===== src/rtl/int_isq_wakeup_n.sv =====
// Integer issue queue with per-source multi-port wakeup, age-matrix oldest-ready
// select, valid/ready issue port and ROB-id based squash of younger entries.
module int_isq_wakeup_n #(
  parameter int DEPTH     = 8,
  parameter int NUM_WB    = 2,
  parameter int PREG_W    = 6,
  parameter int ROBID_W   = 7,
  parameter int PAYLOAD_W = 124
) (
  input  logic                         clock,
  input  logic                         reset,
  input  logic                         enq_valid,
  output logic                         enq_ready,
  input  logic [PAYLOAD_W-1:0]         enq_payload,
  input  logic [ROBID_W-1:0]           enq_robid,
  input  logic [PREG_W-1:0]            enq_prs1,
  input  logic [PREG_W-1:0]            enq_prs2,
  input  logic                         enq_rdy1,
  input  logic                         enq_rdy2,
  output logic                         deq_valid,
  input  logic                         deq_ready,
  output logic [PAYLOAD_W-1:0]         deq_payload,
  output logic [ROBID_W-1:0]           deq_robid,
  input  logic [NUM_WB-1:0]            wb_valid,
  input  logic [NUM_WB-1:0]            wb_need_to_wb,
  input  logic [NUM_WB*PREG_W-1:0]     wb_prd,
  input  logic                         flush_valid,
  input  logic [ROBID_W-1:0]           flush_robid,
  output logic [$clog2(DEPTH):0]       isq_count,
  output logic                         intisq_can_enq
);

  localparam int IDX_W = $clog2(DEPTH);
  localparam int CNT_W = IDX_W + 1;

  logic [DEPTH-1:0]     valid_q, valid_d;
  logic [DEPTH-1:0]     rdy1_q, rdy2_q;
  logic [DEPTH-1:0]     hit1, hit2;
  logic [DEPTH-1:0]     cand, sel, flush_kill;
  logic [PAYLOAD_W-1:0] payload_q [DEPTH];
  logic [ROBID_W-1:0]   robid_q   [DEPTH];
  logic [PREG_W-1:0]    prs1_q    [DEPTH];
  logic [PREG_W-1:0]    prs2_q    [DEPTH];
  // age_q[i][j] set means entry i is older than entry j.
  logic [DEPTH-1:0]     age_q [DEPTH];
  logic [DEPTH-1:0]     age_d [DEPTH];
  logic [CNT_W-1:0]     count_q, count_d;
  logic [IDX_W-1:0]     free_idx;
  logic                 enq_hit1, enq_hit2;
  logic                 enq_fire, deq_fire;

  function automatic logic is_younger(input logic [ROBID_W-1:0] a,
                                      input logic [ROBID_W-1:0] b);
    if (a[ROBID_W-1] == b[ROBID_W-1]) return a[ROBID_W-2:0] > b[ROBID_W-2:0];
    else                              return a[ROBID_W-2:0] < b[ROBID_W-2:0];
  endfunction

  // Every port is compared against every stored source and the incoming sources.
  always_comb begin
    // NOTE: every always_comb output gets a default first so no path leaves it unassigned (no latch).
    hit1     = '0;
    hit2     = '0;
    enq_hit1 = 1'b0;
    enq_hit2 = 1'b0;
    for (int p = 0; p < NUM_WB; p++) begin
      if (wb_valid[p] && wb_need_to_wb[p]) begin
        for (int i = 0; i < DEPTH; i++) begin
          if (wb_prd[p*PREG_W +: PREG_W] == prs1_q[i]) hit1[i] = 1'b1;
          if (wb_prd[p*PREG_W +: PREG_W] == prs2_q[i]) hit2[i] = 1'b1;
        end
        if (wb_prd[p*PREG_W +: PREG_W] == enq_prs1) enq_hit1 = 1'b1;
        if (wb_prd[p*PREG_W +: PREG_W] == enq_prs2) enq_hit2 = 1'b1;
      end
    end
  end

  always_comb begin
    logic blocked;
    cand        = valid_q & rdy1_q & rdy2_q;
    sel         = '0;
    deq_payload = '0;
    deq_robid   = '0;
    for (int i = 0; i < DEPTH; i++) begin
      blocked = 1'b0;
      for (int j = 0; j < DEPTH; j++) begin
        if (cand[j] && age_q[j][i]) blocked = 1'b1;
      end
      sel[i] = cand[i] && !blocked;
    end
    for (int i = 0; i < DEPTH; i++) begin
      if (sel[i]) begin
        deq_payload = deq_payload | payload_q[i];
        deq_robid   = deq_robid | robid_q[i];
      end
    end
  end

  always_comb begin
    logic found;
    found    = 1'b0;
    free_idx = '0;
    for (int i = 0; i < DEPTH; i++) begin
      if (!valid_q[i] && !found) begin
        free_idx = IDX_W'(i);
        found    = 1'b1;
      end
    end
  end

  assign enq_ready      = (count_q < CNT_W'(DEPTH)) && !flush_valid;
  assign intisq_can_enq = enq_ready;
  assign deq_valid      = (|cand) && !flush_valid;
  assign enq_fire       = enq_valid && enq_ready;
  assign deq_fire       = deq_valid && deq_ready;
  assign isq_count      = count_q;

  always_comb begin
    for (int i = 0; i < DEPTH; i++) begin
      flush_kill[i] = flush_valid && valid_q[i] && is_younger(robid_q[i], flush_robid);
    end
    valid_d = valid_q & ~flush_kill;
    if (deq_fire) valid_d = valid_d & ~sel;
    if (enq_fire) valid_d[free_idx] = 1'b1;

    age_d = age_q;
    if (enq_fire) begin
      for (int i = 0; i < DEPTH; i++) age_d[i][free_idx] = valid_q[i];
      age_d[free_idx] = '0;
    end

    count_d = '0;
    for (int i = 0; i < DEPTH; i++) count_d = count_d + CNT_W'(valid_d[i]);
  end

  always_ff @(posedge clock) begin
    // NOTE: sequential state uses non-blocking assignments so all registers update from pre-edge values.
    if (reset) begin
      valid_q <= '0;
      count_q <= '0;
      for (int i = 0; i < DEPTH; i++) age_q[i] <= '0;
    end else begin
      valid_q <= valid_d;
      count_q <= count_d;
      age_q   <= age_d;
    end
  end

  // NOTE: entry storage is not reset; it is qualified by valid_q and rewritten on every enqueue.
  always_ff @(posedge clock) begin
    for (int i = 0; i < DEPTH; i++) begin
      rdy1_q[i] <= rdy1_q[i] | hit1[i];
      rdy2_q[i] <= rdy2_q[i] | hit2[i];
    end
    if (enq_fire) begin
      payload_q[free_idx] <= enq_payload;
      robid_q[free_idx]   <= enq_robid;
      prs1_q[free_idx]    <= enq_prs1;
      prs2_q[free_idx]    <= enq_prs2;
      rdy1_q[free_idx]    <= enq_rdy1 | enq_hit1;
      rdy2_q[free_idx]    <= enq_rdy2 | enq_hit2;
    end
  end

endmodule


===== config.mk =====
export PLATFORM = sky130hd
export DESIGN_NAME = int_isq_wakeup_n
export DESIGN_NICKNAME = d
export VERILOG_FILES = /design/src/rtl/int_isq_wakeup_n.sv
export SDC_FILE = /design/constraint.sdc
export NUM_CORES = 1
export LEC_CHECK = 0
export ABC_AREA = 1
export BUFFER_PORTS_ARGS = -buffer_cell sky130_fd_sc_hd__buf_2
export CAP_MARGIN = 40
export CELL_PAD_IN_SITES_DETAIL_PLACEMENT = 0
export CELL_PAD_IN_SITES_GLOBAL_PLACEMENT = 1
export CORE_MARGIN = 8
export CORE_UTILIZATION = 49
export DETAILED_ROUTE_END_ITERATION = 10
export GPL_TIMING_DRIVEN = 0
export PLACE_DENSITY_LB_ADDON = 0.1
export SYNTH_ARGS = -nofsm -noshare
export SYNTH_HDL_FRONTEND = slang
export SYNTH_SLANG_ARGS = --single-unit

===== constraint.sdc =====
create_clock -name clock -period 14.1 [get_ports clock]
set_input_delay 2.115 -clock clock [delete_from_list [all_inputs] [get_ports clock]]
set_output_delay 2.115 -clock clock [all_outputs]
set_load 0.005 [all_outputs]

==> impl_metrics.toml <==
[route]
wl_mm = 160.2
ant_nets = 0
drtIter0Drc = 3610
post-route-drc-count = 0
via_per_inst = 5.685
first_pass_iters = 6
wl_per_cell_um = 25.01
num_vias = 36418

[yosys]
synth-edff-count = 1144
synth.avg_cell_area_um2 = 11.80
ys.flop_type = "edfxtp_1"
synthArstFlopShare = 0
yosysUniqueCellTypes = 45
ys_ff_latch = 1236
synth_top_cell_area_share = 0.6624
synth_area_leader_cell = "edfxtp_1"
synth.area.top_cells = "edfxtp_1, nand3_1, nand2_1, dfxtp_1, nor2_1"
ys.warnings.count = 0
yosysMostFrequentCell = "edfxtp_1"
synth_area_um2 = 51860
yosysSeqAreaShare = 0.6979
synth_nets = 4623
synth_common_cells = "edfxtp_1, nand2_1, nand3_1"
netlist_instances = 4395

[clock_network]
clock_latency_ns = 0.75
post-cts-setup-buffers = 0
cts_root_buffer = "clkbuf_16"
clock_sinks = 1236
h-tree-depth = 4
cts_hold_buffers = 0
cts_buffer_depth = 3
cts_resized = 0
path_clk_slew_ns = 0.06
cts_buffers = 133
cts_tree = "done"

[sta]
finalSetupViolations = 0
tns_ns = 0
skew_ns = 0.03549
tightest_slew_ns = 0.9280
rsz0062_at_grt = "false"
max_freq_mhz = 165.7
period_minus_slack_ns = 6.036
max_slew_margin = 0.3814
drv_slew = 0
hold_violations = 0
min_period_over_period = 0.4281

[setup_path]
cpLargestDelayFamily = "buffers and inverters"
cp_slowest_cell = "nor2_2"
r2r-start = "valid_q[4]"
cp_data_required_time_ns = 11.98
ff2ff_setup_slack_ns = 8.64
crit_buf_inv = 4
crit_path_end_kind = "primary output"
rr_worst_depth = 19
crit_chain = "nand3_1 -> inv_1 -> nand2_1 -> nand2_1 -> nor2_2 -> buf_2 -> clkbuf_1 -> nand3_1 -> nand3b_1 -> buf_2"
slowest_delay_ns = 0.57
crit_path_start_kind = "register"
crit_arrival_ns = 3.92
critPathMaxFanout = 10
critPathKind = "register to primary output"
r2r-end = "isq_count[2]"

[die]
die_y_um = 341.3
start_util = 0.4934
placementRows = 119
coreArea_um2 = 105100
die_x_um = 341.3
io_pins = 311
die_area_um2 = 116500

[pwr]
pwr_density_cell_nw_per_um2 = 126.6
ir_worst_vdd_mv = 0.1095
p_leak_nw = 22.82

[global_routing]
track_usage = 0.2678
grt_pass1_vias = 34512
antenna_found_initial = 46
gr-total-overflow = 0
grt_max_degree = 27
grt_pass1_wl_mm = 232.1

[final_layout]
utilization = 0.5778
drive_gt1_frac = 0.1530
area_growth_pct = 17.12
finish.net_count = 5123

[placed_design]
numPortBuffers = 301
hpwlAfterDp_mm = 108.9
gp_congestion = 0.8900

[min_path]
hold-path-endpoint = "age_q[42]"
hold_start = "age_q[42]"
holdCritPathClass = "register to register"
hold_depth = 2

[status]
outcome = "complete, no violations"

[flow_run]
cap_violations = 0
[worst min-delay path: cells and delay by family, from the launching register on]
| family | cells | cell delay, ns |
|---|---|---|
| DFF | 1 | 0.31 |
| and+or+nand+nor | 2 | 0.09 |
[layout make-up]
cell class | count | area, um^2
Clock inverter | 61 | 474.2
Clock buffer | 174 | 3661
Sequential cell | 1236 | 36190
Tap cell | 1391 | 1740
Fill cell | 8821 | 44380
Timing Repair Buffer | 365 | 2903
Multi-Input combinational cell | 2721 | 13670
Antenna cell | 20 | 50.05
Buffer | 237 | 1292
Inverter | 201 | 754.5
[placed cells by master (no fill, tap or decap), types with 16 or more instances in the layout]
master and instances:
clkinv_1 35, dfxtp_1 92, nand3_1 826, a211oi_1 16, clkbuf_1 107, o22ai_1 47, buf_4 37, nand3b_1 53
a21oi_1 145, clkinv_2 19, edfxtp_1 1144, buf_6 21, and3_1 62, diode_2 20, o21ai_0 87, xor2_1 51
nand2_1 947, nor3_1 33, clkbuf_16 140, buf_12 39, nand4_1 49, ha_1 51, buf_16 21, nor2_1 218
inv_1 184, buf_2 404, xnor2_1 33
[routing by layer]
layer	routed length, um	GRT usage	vias up
li1	-	-	16738
met1	66700	0.3671	17817
met2	74750	0.4287	1568
met3	14150	0.05986	279
met4	4482	0.07984	16
met5	104	0	-
[kinds of logic after synthesis]
group	count (synthesis)	synth area share
simple gates	2234	0.1954
fa+ha+maj	55	0.01385
flops	1236	0.6979
compound gates	348	0.03918
xor+xnor	84	0.01419
buf+inv	438	0.03947
[power breakdown]
group          switching (W)  internal, W
Combinational       0.000190    0.0000835
Sequential         0.0000196      0.00404
Clock                0.00140      0.00195
Total                0.00161      0.00608
[through the flow]
stage | std cells | hold slack [ns] | power [W] | setup WS (ns) | area (um^2)
2_1_floorplan | 4395 | 0.4194 | 0.004265 | 2.427 | 51860
3_3_place_gp | 6087 | 0.4279 | 0.004404 | -5.364 | 55110
3_5_place_dp | 6151 | 0.4343 | 0.004412 | 7.378 | 56560
4_1_cts | 6386 | 0.4446 | 0.007719 | 8.003 | 60690
5_1_grt | 6390 | 0.4550 | 0.007889 | 7.905 | 60700
6_report | 6406 | 0.4447 | 0.007691 | 8.064 | 60740
[worst max path at each step]
stage | startpoint | endpoint | slack (ns) | cells after the start
after global placement | flush_valid | isq_count[2] | -5.36 | 13
after floorplan | flush_valid | isq_count[2] | 2.43 | 12
after global routing | flush_robid[1] | isq_count[2] | 7.91 | 22
final | valid_q[6] | deq_payload[0] | 8.06 | 10
after detailed placement | flush_valid | isq_count[2] | 7.38 | 17
after CTS | valid_q[6] | deq_robid[6] | 8.00 | 11
[state kept, by name, summed over array words and instances (netlist names)]
signal     flops
isq_count      4
prs1_q        48
prs2_q        48
payload_q    992
robid_q       56
rdy2_q         8
rdy1_q         8
age_q         64
valid_q        8
Note: power is estimated with default switching activity, not from simulation.
